===== src/rtl/rx_hop_sync_ctrl_if.sv =====
// Sample input and AXI-Stream output bundle of the receive hop tracker.
// The master modport is the tracker's view. The slave modport is the view of the radio front end and the downstream consumer.
interface rx_hop_sync_ctrl_if #(
  parameter int DATA_WIDTH = 16,
  parameter int NHOP_WIDTH = 8
);
  logic [DATA_WIDTH-1:0]   irx;
  logic [DATA_WIDTH-1:0]   qrx;
  logic                    in_tvalid;
  logic [2*DATA_WIDTH-1:0] out_tdata;
  logic                    out_tvalid;
  logic                    out_tready;
  logic                    out_tlast;
  logic [NHOP_WIDTH-1:0]   out_tuser;

  modport master (
    input  irx, qrx, in_tvalid, out_tready,
    output out_tdata, out_tvalid, out_tlast, out_tuser
  );

  modport slave (
    output irx, qrx, in_tvalid, out_tready,
    input  out_tdata, out_tvalid, out_tlast, out_tuser
  );
endinterface


===== src/rtl/rx_hop_sync_ctrl.sv =====
// Receive hop tracker: validates the tag sync pulse length, frames the following hop of IQ samples and steps the hop index and NCO increment.
// Define RX_HOP_SYNC_STATS_EN to add the sync_len statistics output.
module rx_hop_sync_ctrl #(
  parameter int DATA_WIDTH    = 16,
  parameter int PHASE_WIDTH   = 24,
  parameter int NHOP_WIDTH    = 8,
  parameter int NSYMB_WIDTH   = 16,
  parameter int NUM_HOPS      = 64,
  parameter int NSYMB_PER_HOP = 8,
  parameter int NSIG          = 16384,
  parameter int SYNC_TOL      = 64,
  parameter logic [PHASE_WIDTH-1:0] START_PH_INC = -24'd4194304,
  parameter logic [PHASE_WIDTH-1:0] HOP_DPH_INC  = 24'd131072
) (
  input  logic                   clk,
  input  logic                   reset,
  input  logic                   sync_in,
  rx_hop_sync_ctrl_if.master     bus,
  output logic [PHASE_WIDTH-1:0] hop_ph_inc,
  output logic [NHOP_WIDTH-1:0]  nhop,
  output logic [NSYMB_WIDTH-1:0] symbN,
  output logic [1:0]             rx_state,
  output logic                   sync_err,
  output logic                   overflow
`ifdef RX_HOP_SYNC_STATS_EN
  ,
  output logic [PHASE_WIDTH-1:0] sync_len
`endif
);

  localparam int SCNT_W = $clog2(NSIG + 1);
  localparam int SYNC_W = $clog2(NSIG + SYNC_TOL + 2);

  localparam logic [SCNT_W-1:0]      SCNT_LAST = SCNT_W'(NSIG - 1);
  localparam logic [NSYMB_WIDTH-1:0] SYMB_LAST = NSYMB_WIDTH'(NSYMB_PER_HOP - 1);
  localparam logic [NHOP_WIDTH-1:0]  HOP_LAST  = NHOP_WIDTH'(NUM_HOPS - 1);
  localparam logic [SYNC_W-1:0]      SYNC_MAX  = SYNC_W'(NSIG + SYNC_TOL);
  localparam logic [SYNC_W-1:0]      SYNC_MIN  = SYNC_W'(NSIG - SYNC_TOL);

  typedef enum logic [1:0] {
    IDLE     = 2'b00,
    MEAS     = 2'b01,
    RX       = 2'b11,
    WAIT_LOW = 2'b10
  } rxState_e;

  rxState_e                state_q, state_d;
  logic [SYNC_W-1:0]       syncCnt_q, syncCnt_d;
  logic [SCNT_W-1:0]       sampleCnt_q, sampleCnt_d;
  logic [NSYMB_WIDTH-1:0]  symb_q, symb_d;
  logic [NHOP_WIDTH-1:0]   nhop_q, nhop_d;
  logic [PHASE_WIDTH-1:0]  phInc_q, phInc_d;
  logic [2*DATA_WIDTH-1:0] outData_q, outData_d;
  logic                    outValid_q, outValid_d;
  logic                    outLast_q, outLast_d;
  logic [NHOP_WIDTH-1:0]   outUser_q, outUser_d;
  logic                    syncErr_q, syncErr_d;
  logic                    overflow_q, overflow_d;

  logic [SYNC_W-1:0]       syncCntInc;
  logic                    fwd;
  logic                    fwdLast;
  logic                    hopAdv;
  logic [SCNT_W-1:0]       posScnt;
  logic [NSYMB_WIDTH-1:0]  posSymb;

  assign syncCntInc = syncCnt_q + SYNC_W'(1);

  always_comb begin
    state_d     = state_q;
    syncCnt_d   = syncCnt_q;
    sampleCnt_d = sampleCnt_q;
    symb_d      = symb_q;
    nhop_d      = nhop_q;
    phInc_d     = phInc_q;
    outData_d   = outData_q;
    outValid_d  = outValid_q;
    outLast_d   = outLast_q;
    outUser_d   = outUser_q;
    syncErr_d   = 1'b0;
    overflow_d  = overflow_q;
    fwd         = 1'b0;
    fwdLast     = 1'b0;
    hopAdv      = 1'b0;
    posScnt     = sampleCnt_q;
    posSymb     = symb_q;

    if (bus.in_tvalid) begin
      case (state_q)
        IDLE: begin
          if (sync_in) begin
            state_d   = MEAS;
            syncCnt_d = SYNC_W'(1);
          end
        end
        MEAS: begin
          if (sync_in) begin
            if (syncCntInc > SYNC_MAX) begin
              syncErr_d = 1'b1;
              state_d   = WAIT_LOW;
            end else begin
              syncCnt_d = syncCntInc;
            end
          end else if (syncCnt_q >= SYNC_MIN) begin
            // The first low sample after an accepted sync is already sample 0 of the hop
            state_d = RX;
            fwd     = 1'b1;
            posScnt = '0;
            posSymb = '0;
          end else begin
            syncErr_d = 1'b1;
            state_d   = IDLE;
          end
        end
        RX: begin
          if (sync_in) begin
            syncErr_d = 1'b1;
            hopAdv    = 1'b1;
            state_d   = MEAS;
            syncCnt_d = SYNC_W'(1);
          end else begin
            fwd = 1'b1;
          end
        end
        WAIT_LOW: begin
          if (!sync_in) begin
            state_d = IDLE;
          end
        end
        default: state_d = IDLE;
      endcase
    end

    if (fwd) begin
      fwdLast = (posSymb == SYMB_LAST) && (posScnt == SCNT_LAST);
      if (fwdLast) begin
        hopAdv  = 1'b1;
        state_d = IDLE;
      end else if (posScnt == SCNT_LAST) begin
        sampleCnt_d = '0;
        symb_d      = posSymb + NSYMB_WIDTH'(1);
      end else begin
        sampleCnt_d = posScnt + SCNT_W'(1);
        symb_d      = posSymb;
      end
    end

    if (hopAdv) begin
      sampleCnt_d = '0;
      symb_d      = '0;
      if (nhop_q == HOP_LAST) begin
        nhop_d  = '0;
        phInc_d = START_PH_INC;
      end else begin
        nhop_d  = nhop_q + NHOP_WIDTH'(1);
        phInc_d = phInc_q + HOP_DPH_INC;
      end
    end

    // Single output stage: a stalled sample drops the new one, counters above keep running
    if (fwd) begin
      if (outValid_q && !bus.out_tready) begin
        overflow_d = 1'b1;
      end else begin
        outData_d  = {bus.irx, bus.qrx};
        outValid_d = 1'b1;
        outLast_d  = fwdLast;
        outUser_d  = nhop_q;
      end
    end else if (bus.out_tready) begin
      outValid_d = 1'b0;
      outLast_d  = 1'b0;
    end
  end

  always_ff @(posedge clk) begin
    if (reset) begin
      state_q     <= IDLE;
      syncCnt_q   <= '0;
      sampleCnt_q <= '0;
      symb_q      <= '0;
      nhop_q      <= '0;
      phInc_q     <= START_PH_INC;
      outData_q   <= '0;
      outValid_q  <= 1'b0;
      outLast_q   <= 1'b0;
      outUser_q   <= '0;
      syncErr_q   <= 1'b0;
      overflow_q  <= 1'b0;
    end else begin
      state_q     <= state_d;
      syncCnt_q   <= syncCnt_d;
      sampleCnt_q <= sampleCnt_d;
      symb_q      <= symb_d;
      nhop_q      <= nhop_d;
      phInc_q     <= phInc_d;
      outData_q   <= outData_d;
      outValid_q  <= outValid_d;
      outLast_q   <= outLast_d;
      outUser_q   <= outUser_d;
      syncErr_q   <= syncErr_d;
      overflow_q  <= overflow_d;
    end
  end

`ifdef RX_HOP_SYNC_STATS_EN
  logic [PHASE_WIDTH-1:0] syncLen_q, syncLen_d;
  logic                   measExit;
  logic [SYNC_W-1:0]      lenSrc;

  // A rejected over-long sync reports the count that tripped the limit
  always_comb begin
    measExit  = (state_q == MEAS) && bus.in_tvalid && (!sync_in || (syncCntInc > SYNC_MAX));
    lenSrc    = sync_in ? syncCntInc : syncCnt_q;
    syncLen_d = syncLen_q;
    if (measExit) begin
      if ((SYNC_W > PHASE_WIDTH) && ((lenSrc >> PHASE_WIDTH) != '0)) begin
        syncLen_d = '1;
      end else begin
        syncLen_d = PHASE_WIDTH'(lenSrc);
      end
    end
  end

  always_ff @(posedge clk) begin
    if (reset) begin
      syncLen_q <= '0;
    end else begin
      syncLen_q <= syncLen_d;
    end
  end

  assign sync_len = syncLen_q;
`endif

  assign bus.out_tdata  = outData_q;
  assign bus.out_tvalid = outValid_q;
  assign bus.out_tlast  = outLast_q;
  assign bus.out_tuser  = outUser_q;
  assign hop_ph_inc     = phInc_q;
  assign nhop           = nhop_q;
  assign symbN          = symb_q;
  assign rx_state       = state_q;
  assign sync_err       = syncErr_q;
  assign overflow       = overflow_q;

endmodule


===== src/flat_wrapper.sv =====
// flat-port wrapper written by rule: the top's interface ports become plain ports
module rx_hop_sync_ctrl_flat 
#(
  parameter int DATA_WIDTH    = 16,
  parameter int PHASE_WIDTH   = 24,
  parameter int NHOP_WIDTH    = 8,
  parameter int NSYMB_WIDTH   = 16,
  parameter int NUM_HOPS      = 64,
  parameter int NSYMB_PER_HOP = 8,
  parameter int NSIG          = 16384,
  parameter int SYNC_TOL      = 64,
  parameter logic [PHASE_WIDTH-1:0] START_PH_INC = -24'd4194304,
  parameter logic [PHASE_WIDTH-1:0] HOP_DPH_INC  = 24'd131072
)
  (clk, reset, sync_in, hop_ph_inc, nhop, symbN, rx_state, sync_err, overflow, bus_irx, bus_qrx, bus_in_tvalid, bus_out_tready, bus_out_tdata, bus_out_tvalid, bus_out_tlast, bus_out_tuser);
  rx_hop_sync_ctrl_if #(.DATA_WIDTH(DATA_WIDTH), .NHOP_WIDTH(NHOP_WIDTH)) bus_i ();
  input  logic clk;
  input  logic reset;
  input  logic sync_in;
  output logic [PHASE_WIDTH-1:0] hop_ph_inc;
  output logic [NHOP_WIDTH-1:0] nhop;
  output logic [NSYMB_WIDTH-1:0] symbN;
  output logic [1:0] rx_state;
  output logic sync_err;
  output logic overflow;
  input wire logic [$bits(bus_i.irx)-1:0] bus_irx;
  input wire logic [$bits(bus_i.qrx)-1:0] bus_qrx;
  input wire logic [$bits(bus_i.in_tvalid)-1:0] bus_in_tvalid;
  input wire logic [$bits(bus_i.out_tready)-1:0] bus_out_tready;
  output wire logic [$bits(bus_i.out_tdata)-1:0] bus_out_tdata;
  output wire logic [$bits(bus_i.out_tvalid)-1:0] bus_out_tvalid;
  output wire logic [$bits(bus_i.out_tlast)-1:0] bus_out_tlast;
  output wire logic [$bits(bus_i.out_tuser)-1:0] bus_out_tuser;
  assign bus_i.irx = bus_irx;
  assign bus_i.qrx = bus_qrx;
  assign bus_i.in_tvalid = bus_in_tvalid;
  assign bus_i.out_tready = bus_out_tready;
  assign bus_out_tdata = bus_i.out_tdata;
  assign bus_out_tvalid = bus_i.out_tvalid;
  assign bus_out_tlast = bus_i.out_tlast;
  assign bus_out_tuser = bus_i.out_tuser;
  rx_hop_sync_ctrl #(.DATA_WIDTH(DATA_WIDTH), .PHASE_WIDTH(PHASE_WIDTH), .NHOP_WIDTH(NHOP_WIDTH), .NSYMB_WIDTH(NSYMB_WIDTH), .NUM_HOPS(NUM_HOPS), .NSYMB_PER_HOP(NSYMB_PER_HOP), .NSIG(NSIG), .SYNC_TOL(SYNC_TOL), .START_PH_INC(START_PH_INC), .HOP_DPH_INC(HOP_DPH_INC)) u_core (.clk(clk), .reset(reset), .sync_in(sync_in), .bus(bus_i), .hop_ph_inc(hop_ph_inc), .nhop(nhop), .symbN(symbN), .rx_state(rx_state), .sync_err(sync_err), .overflow(overflow));
endmodule

===== config.mk =====
export PLATFORM = sky130hd
export DESIGN_NAME = rx_hop_sync_ctrl_flat
export DESIGN_NICKNAME = d
export VERILOG_FILES = /design/src/rtl/rx_hop_sync_ctrl_if.sv /design/src/rtl/rx_hop_sync_ctrl.sv /design/src/flat_wrapper.sv
export SDC_FILE = /design/constraint.sdc
export NUM_CORES = 1
export LEC_CHECK = 0
export BUFFER_PORTS_ARGS = -buffer_cell sky130_fd_sc_hd__buf_2
export CORE_MARGIN = 10
export CORE_UTILIZATION = 55
export CTS_BUF_LIST = sky130_fd_sc_hd__clkbuf_16
export DETAILED_ROUTE_END_ITERATION = 7
export PLACE_DENSITY_LB_ADDON = 0.1
export SLEW_MARGIN = 20
export SYNTH_ARGS = -nofsm -noshare
export SYNTH_HDL_FRONTEND = slang
export SYNTH_SLANG_ARGS = --single-unit

===== constraint.sdc =====
create_clock -name clk -period 10.3 [get_ports clk]
set_input_delay 1.03 -clock clk [delete_from_list [all_inputs] [get_ports clk]]
set_output_delay 1.03 -clock clk [all_outputs]
set_load 0.01 [all_outputs]

==> flow_summary_export.csv, run 1 <==
group,metric,value,unit
run_status,status,"complete, no violations",
critical_path,regToRegSetupSlack,5.46,ns
synth,synth_compound_area_share,20.03,%
die,coreArea,9684,um^2
die,die-area,14260,um^2
cells_and_area,final_layout_size_suffix_gt1_share,18.39,%
timing,slew_headroom,30.94,%
critical_path,critPathMaxFanout,25,
clock_network,clk_pin_slew_worst_paths,0.07,ns
power,p_per_area,131.3,nW/um^2
cells_and_area,layout.nets,836,
clock_network,cts.sinks,107,
cells_and_area,syn_to_final_growth,15.47,%
die,die-width,119.4,um
clock_network,cts_buffers,9,
critical_path,crit_path_start_kind,"register",
routing,ant_nets,0,
grt,grt_util_all_layers,19.46,%
synth,yosys_warnings,0,
clock_network,cts_setup_buffers,0,
power,power_frac_seq,50.6,%
synth,syn-cell-area,5435,um^2
critical_path,r2r_start,"u_core.rx_state[0]",
critical_path,crit_arrival,5.12,ns
synth,synth_top_family_by_area,"simple AND/OR/NAND/NOR gates",
power,p_comb_share,6.1,%
power,p_switching,0.0002005,W
clock_network,post_cts_resized,0,
critical_path,cp.required,10.57,ns
synth,ys_ff_latch,107,
cells_and_area,diodes,0,
timing,fin_crit,4.844,ns
clock_network,clk_path_buf_depth,2,
place,routabilityCongestion,0.8686,
clock_network,cts_tree,"yes",
job,max-cap-violations,0,
timing,finalHoldViolations,0,
clock_network,holdBufCountCts,0,
timing,setup_viol,0,
critical_path,crit_path_end_kind,"register",
critical_path,r2r_cells,13,
power,power.total,0.0008238,W
timing,setup_tns,0,ns
synth,syn_avg_cell_area,7.742,um^2
die,rows,36,
clock_network,clk_latency,0.35,ns
grt,grt_max_degree,61,
power,irDropWorstVdd,0.0001054,V
cells_and_area,final_cell_mix,"142 x nand2_1, 113 x buf_2, 107 x dfxtp_1",
synth,synthMuxAreaShare,0.5525,%
place,hpwlAfterDp,10530,um
routing,drcViolationCount,0,
timing,grt_setup_unrepaired,"false",
routing,dr.pass1.iters,5,
cells_and_area,multi_input_area,3024,um^2
min_path,hold_class,"register to register",
synth,synth_edf_count,0,
grt,grt_pass1_wl,23580,um
critical_path,crit_type,"register to register",
critical_path,r2r-end,"u_core.symbN[3]",
routing,drt_iter0_markers,449,
power,leakage,2.496,nW
grt,grt_overflow,0,
timing,finalMaxSlewViolations,0,
clock_network,clock-root-buffer,"clkbuf_16",
grt,grt_pass1_vias,4833,
routing,vias_per_cell,5.703,
die,dieHeight,119.4,um
cells_and_area,n_fill_cell,855,
clock_network,htree_num_levels,3,
routing,totalWireLength,14520,um
timing,fin_crit_sh,47.03,%
synth,ys_seq_area_share,39.41,%
synth,synth-adder-area-share,2.302,%
timing,clock_skew,0.01417,ns
die,io_pins,131,
place,numPortBuffers,113,
synth,async_flop_share,0,%
min_path,hold_depth,2,
grt,antenna_found_initial,0,
synth,synth_simple_gate_area_share,28.15,%
synth,synth.distinct_cells,68,
power,power_frac_clock,43.3,%
routing,num_vias,5287,
timing,max_freq,0.2064,GHz
synth,synth-main-ff-cell,"dfxtp_1",
cells_and_area,area.sequential,2142,um^2
synth,synthCells,702,
min_path,min_to,"u_core.bus.out_tdata[17]",
power,switching_share,24.34,%
routing,wl_per_cell,15.66,um
power,p_int,0.0006233,W
synth,synth-xor-area-share,3.384,%
die,initial_core_util,56.12,%
cells_and_area,final_common_cell,"nand2_1",
timing,worstMarginPinSlew,1.010,ns
min_path,hold_start,"u_core.bus.out_tdata[17]",
[power by group through the flow]
stage,Clock [W],Combinational [W],Sequential (W)
after floorplan,0,0.0000374,0.000427
after global placement,0,0.0000482,0.000426
after detailed placement,0,0.0000491,0.000427
after CTS,0.000363,0.0000493,0.000417
after global routing,0.000380,0.0000556,0.000417
final,0.000357,0.0000503,0.000417
[metal layers]
layer / wire length (um) / share of wire [%] / up-vias / track usage (%)
met1: 6184 / 43 / 2464 / 23.94
met5: 0 / 0 / - / 0
met3: 845 / 5.8 / 28 / 4.487
li1: - / - / 2622 / -
met4: 279 / 1.9 / 0 / 6.486
met2: 7210 / 50 / 173 / 32.85
[sequential cells by signal, summed over array words and instances (netlist names)]
register	flops
u_core.symbN	16
u_core.bus.out_tdata	32
u_core.bus.out_tlast	1
u_core.rx_state	2
u_core.bus.out_tuser	8
u_core.sync_err	1
u_core.nhop	8
u_core.hop_ph_inc	7
u_core.overflow	1
u_core.bus.out_tvalid	1
u_core.syncCnt_q	15
u_core.sampleCnt_q	15
[synth_stat cells (10+ instances only)]
cell	number	share of area, %
nand3_1	29	2.7
o21ai_0	27	2.5
clkbuf_1	27	1.9
and3_1	20	2.3
a21oi_1	73	6.7
nand4_1	14	1.6
nand2_1	142	9.8
inv_1	11	0.76
ha_1	10	2.3
dfxtp_1	107	39
nor2_1	60	4.1
xnor2_1	13	2.1
buf_4	17	2.3
[worst max path at each step]
stage,startpoint,to,slack [ns],depth (start not counted)
after global routing,u_core.rx_state[0],u_core.symbN[15],4.97,13
after floorplan,bus_in_tvalid,u_core.nhop[7],6.62,13
after global placement,bus_in_tvalid,u_core.symbN[12],5.60,13
after detailed placement,bus_in_tvalid,u_core.symbN[11],5.40,13
after CTS,u_core.rx_state[0],u_core.symbN[3],5.48,13
final,u_core.rx_state[0],u_core.symbN[3],5.46,13
[per-stage QoR]
stage | worst slack (ns) | area, um^2 | utilization, % | hold WS [ns] | instances
6_report | 5.456 | 6276 | 64.81 | 0.4502 | 927
3_5_place_dp | 5.401 | 5966 | 61.60 | 0.4440 | 911
5_1_grt | 4.974 | 6276 | 64.81 | 0.4674 | 927
4_1_cts | 5.476 | 6276 | 64.81 | 0.4546 | 927
3_3_place_gp | 5.601 | 5966 | 61.60 | 0.4387 | 911
2_1_floorplan | 6.620 | 5495 | - | 0.4227 | 718
[final cells by class]
class / instances / area share, %
Tap cell: 133 / 2.652
Timing Repair Buffer: 116 / 9.370
Multi-Input combinational cell: 543 / 48.19
Inverter: 12 / 0.7177
Sequential cell: 107 / 34.13
Clock buffer: 9 / 3.589
Clock inverter: 7 / 1.356
[logic make-up after synthesis]
group	Yosys count
flops	107
compound gates	166
other cells	1
fa+ha+maj	10
mux	3
xor+xnor	21
simple gates	326
buf+inv	68
[worst max-delay path, stage by stage (launching register included)]
cell and delay (ns):
dfxtp_1 0.44, ha_1 0.66, nand2_1 0.18, nor2_1 0.26
nand2_1 0.53, and2_1 0.40, ha_1 0.23, and3_1 0.22
nand3_1 0.25, a2111oi_4 0.09, o211a_1 0.34, nor2_1 0.61
nand2_1 0.36, nor2_1 0.20
Power figures use the tool's default switching activity.
==> run 2: changes to the inputs <==
--- a/config.mk
+++ b/config.mk
@@ -7,7 +7,7 @@
 export LEC_CHECK = 0
 export BUFFER_PORTS_ARGS = -buffer_cell sky130_fd_sc_hd__buf_2
 export CORE_MARGIN = 10
-export CORE_UTILIZATION = 55
+export CORE_UTILIZATION = 54
 export CTS_BUF_LIST = sky130_fd_sc_hd__clkbuf_16
 export DETAILED_ROUTE_END_ITERATION = 7
 export PLACE_DENSITY_LB_ADDON = 0.1
==> constraint.sdc (replaced) <==
create_clock -name clk -period 4.6 [get_ports clk]
set_input_delay 0.46 -clock clk [delete_from_list [all_inputs] [get_ports clk]]
set_output_delay 0.46 -clock clk [all_outputs]
set_load 0.01 [all_outputs]
==> flow_summary_export.csv, run 2 (synthesis gave the netlist of run 1 again) <==
group,metric,value,unit
place,numPortBuffers,113,
power,irDropWorstVdd,0.0002879,V
die,rows,36,
die,die-width,120.3,um
critical_path,cp.required,4.89,ns
clock_network,clock-root-buffer,"clkbuf_16",
timing,clock_skew,0.007871,ns
job,max-cap-violations,0,
clock_network,cts.sinks,107,
grt,grt_max_degree,60,
routing,wl_per_cell,15.79,um
grt,grt_pass1_wl,23920,um
power,power_frac_seq,50.8,%
power,leakage,2.510,nW
timing,finalHoldViolations,0,
timing,fin_crit,4.099,ns
grt,antenna_found_initial,0,
routing,drcViolationCount,0,
place,hpwlAfterDp,10550,um
cells_and_area,layout.nets,839,
clock_network,clk_pin_slew_worst_paths,0.07,ns
power,switching_share,24.22,%
die,initial_core_util,55.61,%
critical_path,crit_type,"register to register",
grt,grt_util_all_layers,19.76,%
power,p_int,0.001392,W
power,power_frac_clock,42.8,%
critical_path,crit_arrival,4.39,ns
cells_and_area,final_layout_size_suffix_gt1_share,18.70,%
clock_network,htree_num_levels,3,
critical_path,cp_slowest_cell,"nor2_1",
routing,ant_nets,0,
critical_path,crit_path_max_incr_delay,0.59,ns
cells_and_area,syn_to_final_growth,15.84,%
routing,totalWireLength,14690,um
timing,setup_tns,0,ns
cells_and_area,final_cell_mix,"142 x nand2_1, 113 x buf_2, 107 x dfxtp_1",
grt,grt_overflow,0,
power,p_per_area,291.8,nW/um^2
clock_network,cts_setup_buffers,0,
timing,max_freq,0.2440,GHz
die,dieHeight,120.3,um
die,die-area,14480,um^2
clock_network,clk_latency,0.36,ns
clock_network,clk_path_buf_depth,2,
power,p_switching,0.0004449,W
min_path,hold_class,"input port to register",
power,p_comb_share,6.4,%
routing,dr.pass1.iters,5,
timing,holdWs,0.3325,ns
clock_network,holdBufCountCts,0,
place,routabilityCongestion,0.9082,
run_status,status,"complete, no violations",
timing,setup_viol,0,
cells_and_area,final_common_cell,"nand2_1",
timing,slew_headroom,47.31,%
timing,finalMaxSlewViolations,0,
die,coreArea,9774,um^2
routing,drt_iter0_markers,438,
die,io_pins,131,
routing,num_vias,5220,
clock_network,cts_buffers,9,
cells_and_area,largest_register_ffs,32,
timing,grt_setup_unrepaired,"false",
cells_and_area,post-route-util,64.41,%
critical_path,cp_cell_sequence,"and4_1, a31o_2, nand2_1, and2_1, ha_1, and3_1, nand3_1, a2111oi_4, o211a_1, nor2_1, nand2_1, nor2_1",
grt,grt_pass1_vias,4830,
critical_path,critPathMaxFanout,18,
routing,vias_per_cell,5.613,
timing,fin_crit_sh,89.10,%
clock_network,post_cts_resized,0,
cells_and_area,diodes,0,
timing,worstMarginPinSlew,0.7821,ns
critical_path,crit_path_start_kind,"register",
clock_network,cts_tree,"yes",
critical_path,crit_path_end_kind,"register",
[run 2: cell types whose count changed in the layout (fill, tap and decap cells not counted)]
| cell | previous run | this run |
|---|---|---|
| buf_4 | 3 | 6 |
| clkinv_2 | 1 | 0 |
| a2bb2oi_1 | 3 | 2 |
| clkinv_4 | 1 | 2 |
| clkinv_8 | 1 | 0 |
| inv_1 | 11 | 12 |
| a2bb2oi_2 | 0 | 1 |
[run 2: area by class of cell]
| cell class | instances | area (um^2) |
|---|---|---|
| fillers | 881 | 3478 |
| multi-input cells | 543 | 3030 |
| flip-flops and latches | 107 | 2142 |
| repair buffers | 119 | 610.6 |
| clock buffers | 9 | 225.2 |
| well taps | 133 | 166.4 |
| clock inverters | 7 | 76.32 |
| inverters | 12 | 45.04 |
[run 2: worst paths after layout]
check	slack (ns)	startpoint	to	cells past startpoint
hold / removal	0.33	bus_qrx[1]	u_core.bus.out_tdata[1]	3
setup / recovery	0.50	u_core.syncCnt_q[6]	u_core.symbN[9]	12
setup reg to reg	0.50	u_core.syncCnt_q[6]	u_core.symbN[9]	12
hold reg to reg	0.45	u_core.bus.out_tdata[15]	u_core.bus.out_tdata[15]	2
[run 2: layer usage]
metal	share of wire (%)	vias up	track usage [%]
met5	0	-	0
met4	1.5	0	5.732
met3	6.7	19	6.654
met2	50	141	32.94
met1	42	2441	23.72
li1	-	2619	-
[run 2: stage by stage]
stage | setup slack [ns] | cell area [um^2] | cells | total power (W)
detailed placement | 0.5730 | 5988 | 914 | 0.001069
global route | 0.2145 | 6296 | 930 | 0.001907
CTS | 0.5469 | 6290 | 930 | 0.001852
global placement | 0.7463 | 5988 | 914 | 0.001066
floorplan | 1.152 | 5495 | 718 | 0.001039
finish | 0.5015 | 6296 | 930 | 0.001837
[run 2: critical path: cells and delay by family, from the launching register on]
family	cells	cell delay, ns
AND/OR/NAND/NOR	8	2.65
AO/OA/AOI/OAI	3	0.68
flip-flops	1	0.49
adder cells (fa/ha/maj)	1	0.22
[run 2: power by group through the flow]
| stage | sequential, W | clock, W | combinational (W) |
|---|---|---|---|
| detailed placement | 0.000955 | 0 | 0.000114 |
| floorplan | 0.000955 | 0 | 0.0000837 |
| global route | 0.000934 | 0.000843 | 0.000131 |
| finish | 0.000933 | 0.000787 | 0.000117 |
| global placement | 0.000955 | 0 | 0.000111 |
| CTS | 0.000933 | 0.000804 | 0.000114 |
==> run 3: changes to the inputs <==
--- a/config.mk
+++ b/config.mk
@@ -6,10 +6,12 @@
 export NUM_CORES = 1
 export LEC_CHECK = 0
 export BUFFER_PORTS_ARGS = -buffer_cell sky130_fd_sc_hd__buf_2
+export CORE_ASPECT_RATIO = 0.9
 export CORE_MARGIN = 10
 export CORE_UTILIZATION = 54
 export CTS_BUF_LIST = sky130_fd_sc_hd__clkbuf_16
 export DETAILED_ROUTE_END_ITERATION = 7
+export GPL_ROUTABILITY_DRIVEN = 0
 export PLACE_DENSITY_LB_ADDON = 0.1
 export SLEW_MARGIN = 20
 export SYNTH_ARGS = -nofsm -noshare
==> flow_summary_export.csv, run 3 (synthesis gave the netlist of run 1 again) <==
group,metric,value,unit
run_status,status,"complete, no violations",
clock_network,cts.sinks,107,
critical_path,cp_top_family,"simple AND/OR/NAND/NOR gates",
clock_network,cts_tree,"yes",
timing,worstMarginPinSlew,1.161,ns
cells_and_area,final_layout_size_suffix_gt1_share,18.44,%
routing,dr.pass1.iters,6,
grt,grt_pass1_wl,24070,um
clock_network,clk_path_buf_depth,2,
routing,drcViolationCount,0,
timing,fin_crit,4.059,ns
critical_path,crit_type,"register to register",
routing,drt_iter0_markers,643,
min_path,hold_depth,3,
timing,setup_viol,0,
die,coreArea,9742,um^2
job,max-cap-violations,0,
power,leakage,2.497,nW
clock_network,cts_setup_buffers,0,
timing,finalMaxSlewViolations,0,
timing,grt_setup_unrepaired,"false",
critical_path,crit_path_end_kind,"register",
die,initial_core_util,55.79,%
die,die-area,14480,um^2
grt,use_met3,5.844,%
cells_and_area,final_cell_mix,"142 x nand2_1, 113 x buf_2, 107 x dfxtp_1",
timing,max_freq,0.2464,GHz
routing,vias_per_cell,5.748,
cells_and_area,layout.nets,839,
cells_and_area,finalNonFillerCells,923,
timing,fin_crit_sh,88.23,%
power,p_per_area,281.5,nW/um^2
critical_path,cp.required,4.88,ns
cells_and_area,syn_to_final_growth,14.99,%
critical_path,crit_arrival,4.34,ns
critical_path,critPathMaxFanout,14,
critical_path,r2r_start,"u_core.syncCnt_q[9]",
grt,grt_max_degree,60,
clock_network,holdBufCountCts,0,
cells_and_area,post-route-util,64.15,%
die,dieHeight,115.2,um
min_path,hold_class,"input port to register",
grt,grt_pass1_vias,5045,
cells_and_area,final_common_cell,"nand2_1",
clock_network,clk_pin_slew_worst_paths,0.07,ns
grt,grt_busiest_layer,"met2",
timing,setup_tns,0,ns
grt,use_met2,32.49,%
routing,num_vias,5305,
clock_network,cts_buffers,9,
grt,grt_util_met1,23.68,%
place,hpwlAfterDp,10730,um
cells_and_area,diodes,0,
routing,wl_per_cell,16.02,um
timing,clock_skew,0.006061,ns
min_path,min_to,"u_core.bus.out_tdata[29]",
timing,slew_headroom,22.27,%
grt,grt_overflow,0,
critical_path,critical_path_buf_inv_count,0,
grt,grt_util_all_layers,19.34,%
die,rows,34,
critical_path,r2r_cells,12,
die,die-width,125.8,um
clock_network,clock-root-buffer,"clkbuf_16",
min_path,hold_start,"bus_irx[13]",
routing,ant_nets,0,
critical_path,regToRegSetupSlack,0.54,ns
timing,finalHoldViolations,0,
routing,totalWireLength,14790,um
critical_path,crit_path_max_incr_delay,0.63,ns
critical_path,cp_slowest_cell,"nor2_1",
clock_network,clk_latency,0.35,ns
die,io_pins,131,
cells_and_area,largest_register_ffs,32,
clock_network,post_cts_resized,0,
power,irDropWorstVdd,0.0002228,V
critical_path,r2r-end,"u_core.symbN[7]",
place,place_inst,907,
clock_network,htree_num_levels,3,
critical_path,cp_cell_sequence,"and4_1, a31o_2, nand2_1, and2_1, ha_1, and3_1, nand3_1, a2111oi_4, o211a_1, nor2_1, nand2_1, nor2_1",
critical_path,crit_path_start_kind,"register",
grt,antenna_found_initial,0,
place,numPortBuffers,113,
run 3: cell count changes in the layout (fill, tap and decap cells not counted), sizes merged:
cell,delta
inv,+1
clkinvlp,+1
bufinv,-1
clkinv,-1
run 3: where the power goes:
part	total [W]	switching, W	internal, W
Combinational	0.000115	0.0000777	0.0000375
Sequential	0.000934	0.00000541	0.000929
Clock	0.000710	0.000344	0.000366
run 3: per-stage QoR:
stage | instance area (um^2) | hold WS, ns | worst slack [ns] | total power (W)
after global placement | 5979 | 0.4382 | 0.8093 | 0.001066
after detailed placement | 5979 | 0.4413 | 0.6213 | 0.001068
final | 6250 | 0.3447 | 0.5414 | 0.001759
after global routing | 6250 | 0.3469 | 0.2725 | 0.001821
after floorplan | 5495 | 0.4227 | 1.152 | 0.001039
after CTS | 6250 | 0.3396 | 0.6197 | 0.001773
run 3: final cells by class:
type / instances / area [um^2]
inverters: 12 / 45.04
well taps: 126 / 157.7
flip-flops and latches: 107 / 2142
fillers: 869 / 3492
repair buffers: 119 / 610.6
clock buffers: 9 / 225.2
multi-input cells: 543 / 3024
clock inverters: 7 / 45.04
run 3: layer usage:
layer | wire (um) | vias to the layer above | part of all wire (%)
met2 | 7211 | 196 | 49
met5 | 0 | - | 0
met4 | 180 | 0 | 1.2
li1 | - | 2626 | -
met3 | 1069 | 18 | 7.2
met1 | 6329 | 2465 | 43
run 3: worst max-delay path by stage:
stage,start,to,slack [ns],depth (start not counted)
final,u_core.syncCnt_q[9],u_core.symbN[7],0.54,12
after global routing,u_core.syncCnt_q[9],u_core.symbN[14],0.27,12
after CTS,u_core.syncCnt_q[9],u_core.symbN[7],0.62,12
after detailed placement,u_core.syncCnt_q[9],u_core.symbN[11],0.62,12
after global placement,u_core.syncCnt_q[9],u_core.symbN[12],0.81,12
after floorplan,u_core.syncCnt_q[9],u_core.nhop[7],1.15,14
run 3: worst min-delay path, cell delays in order:
cell and delay [ns]:
buf_2 0.09, nand2_1 0.04, a21oi_1 0.05
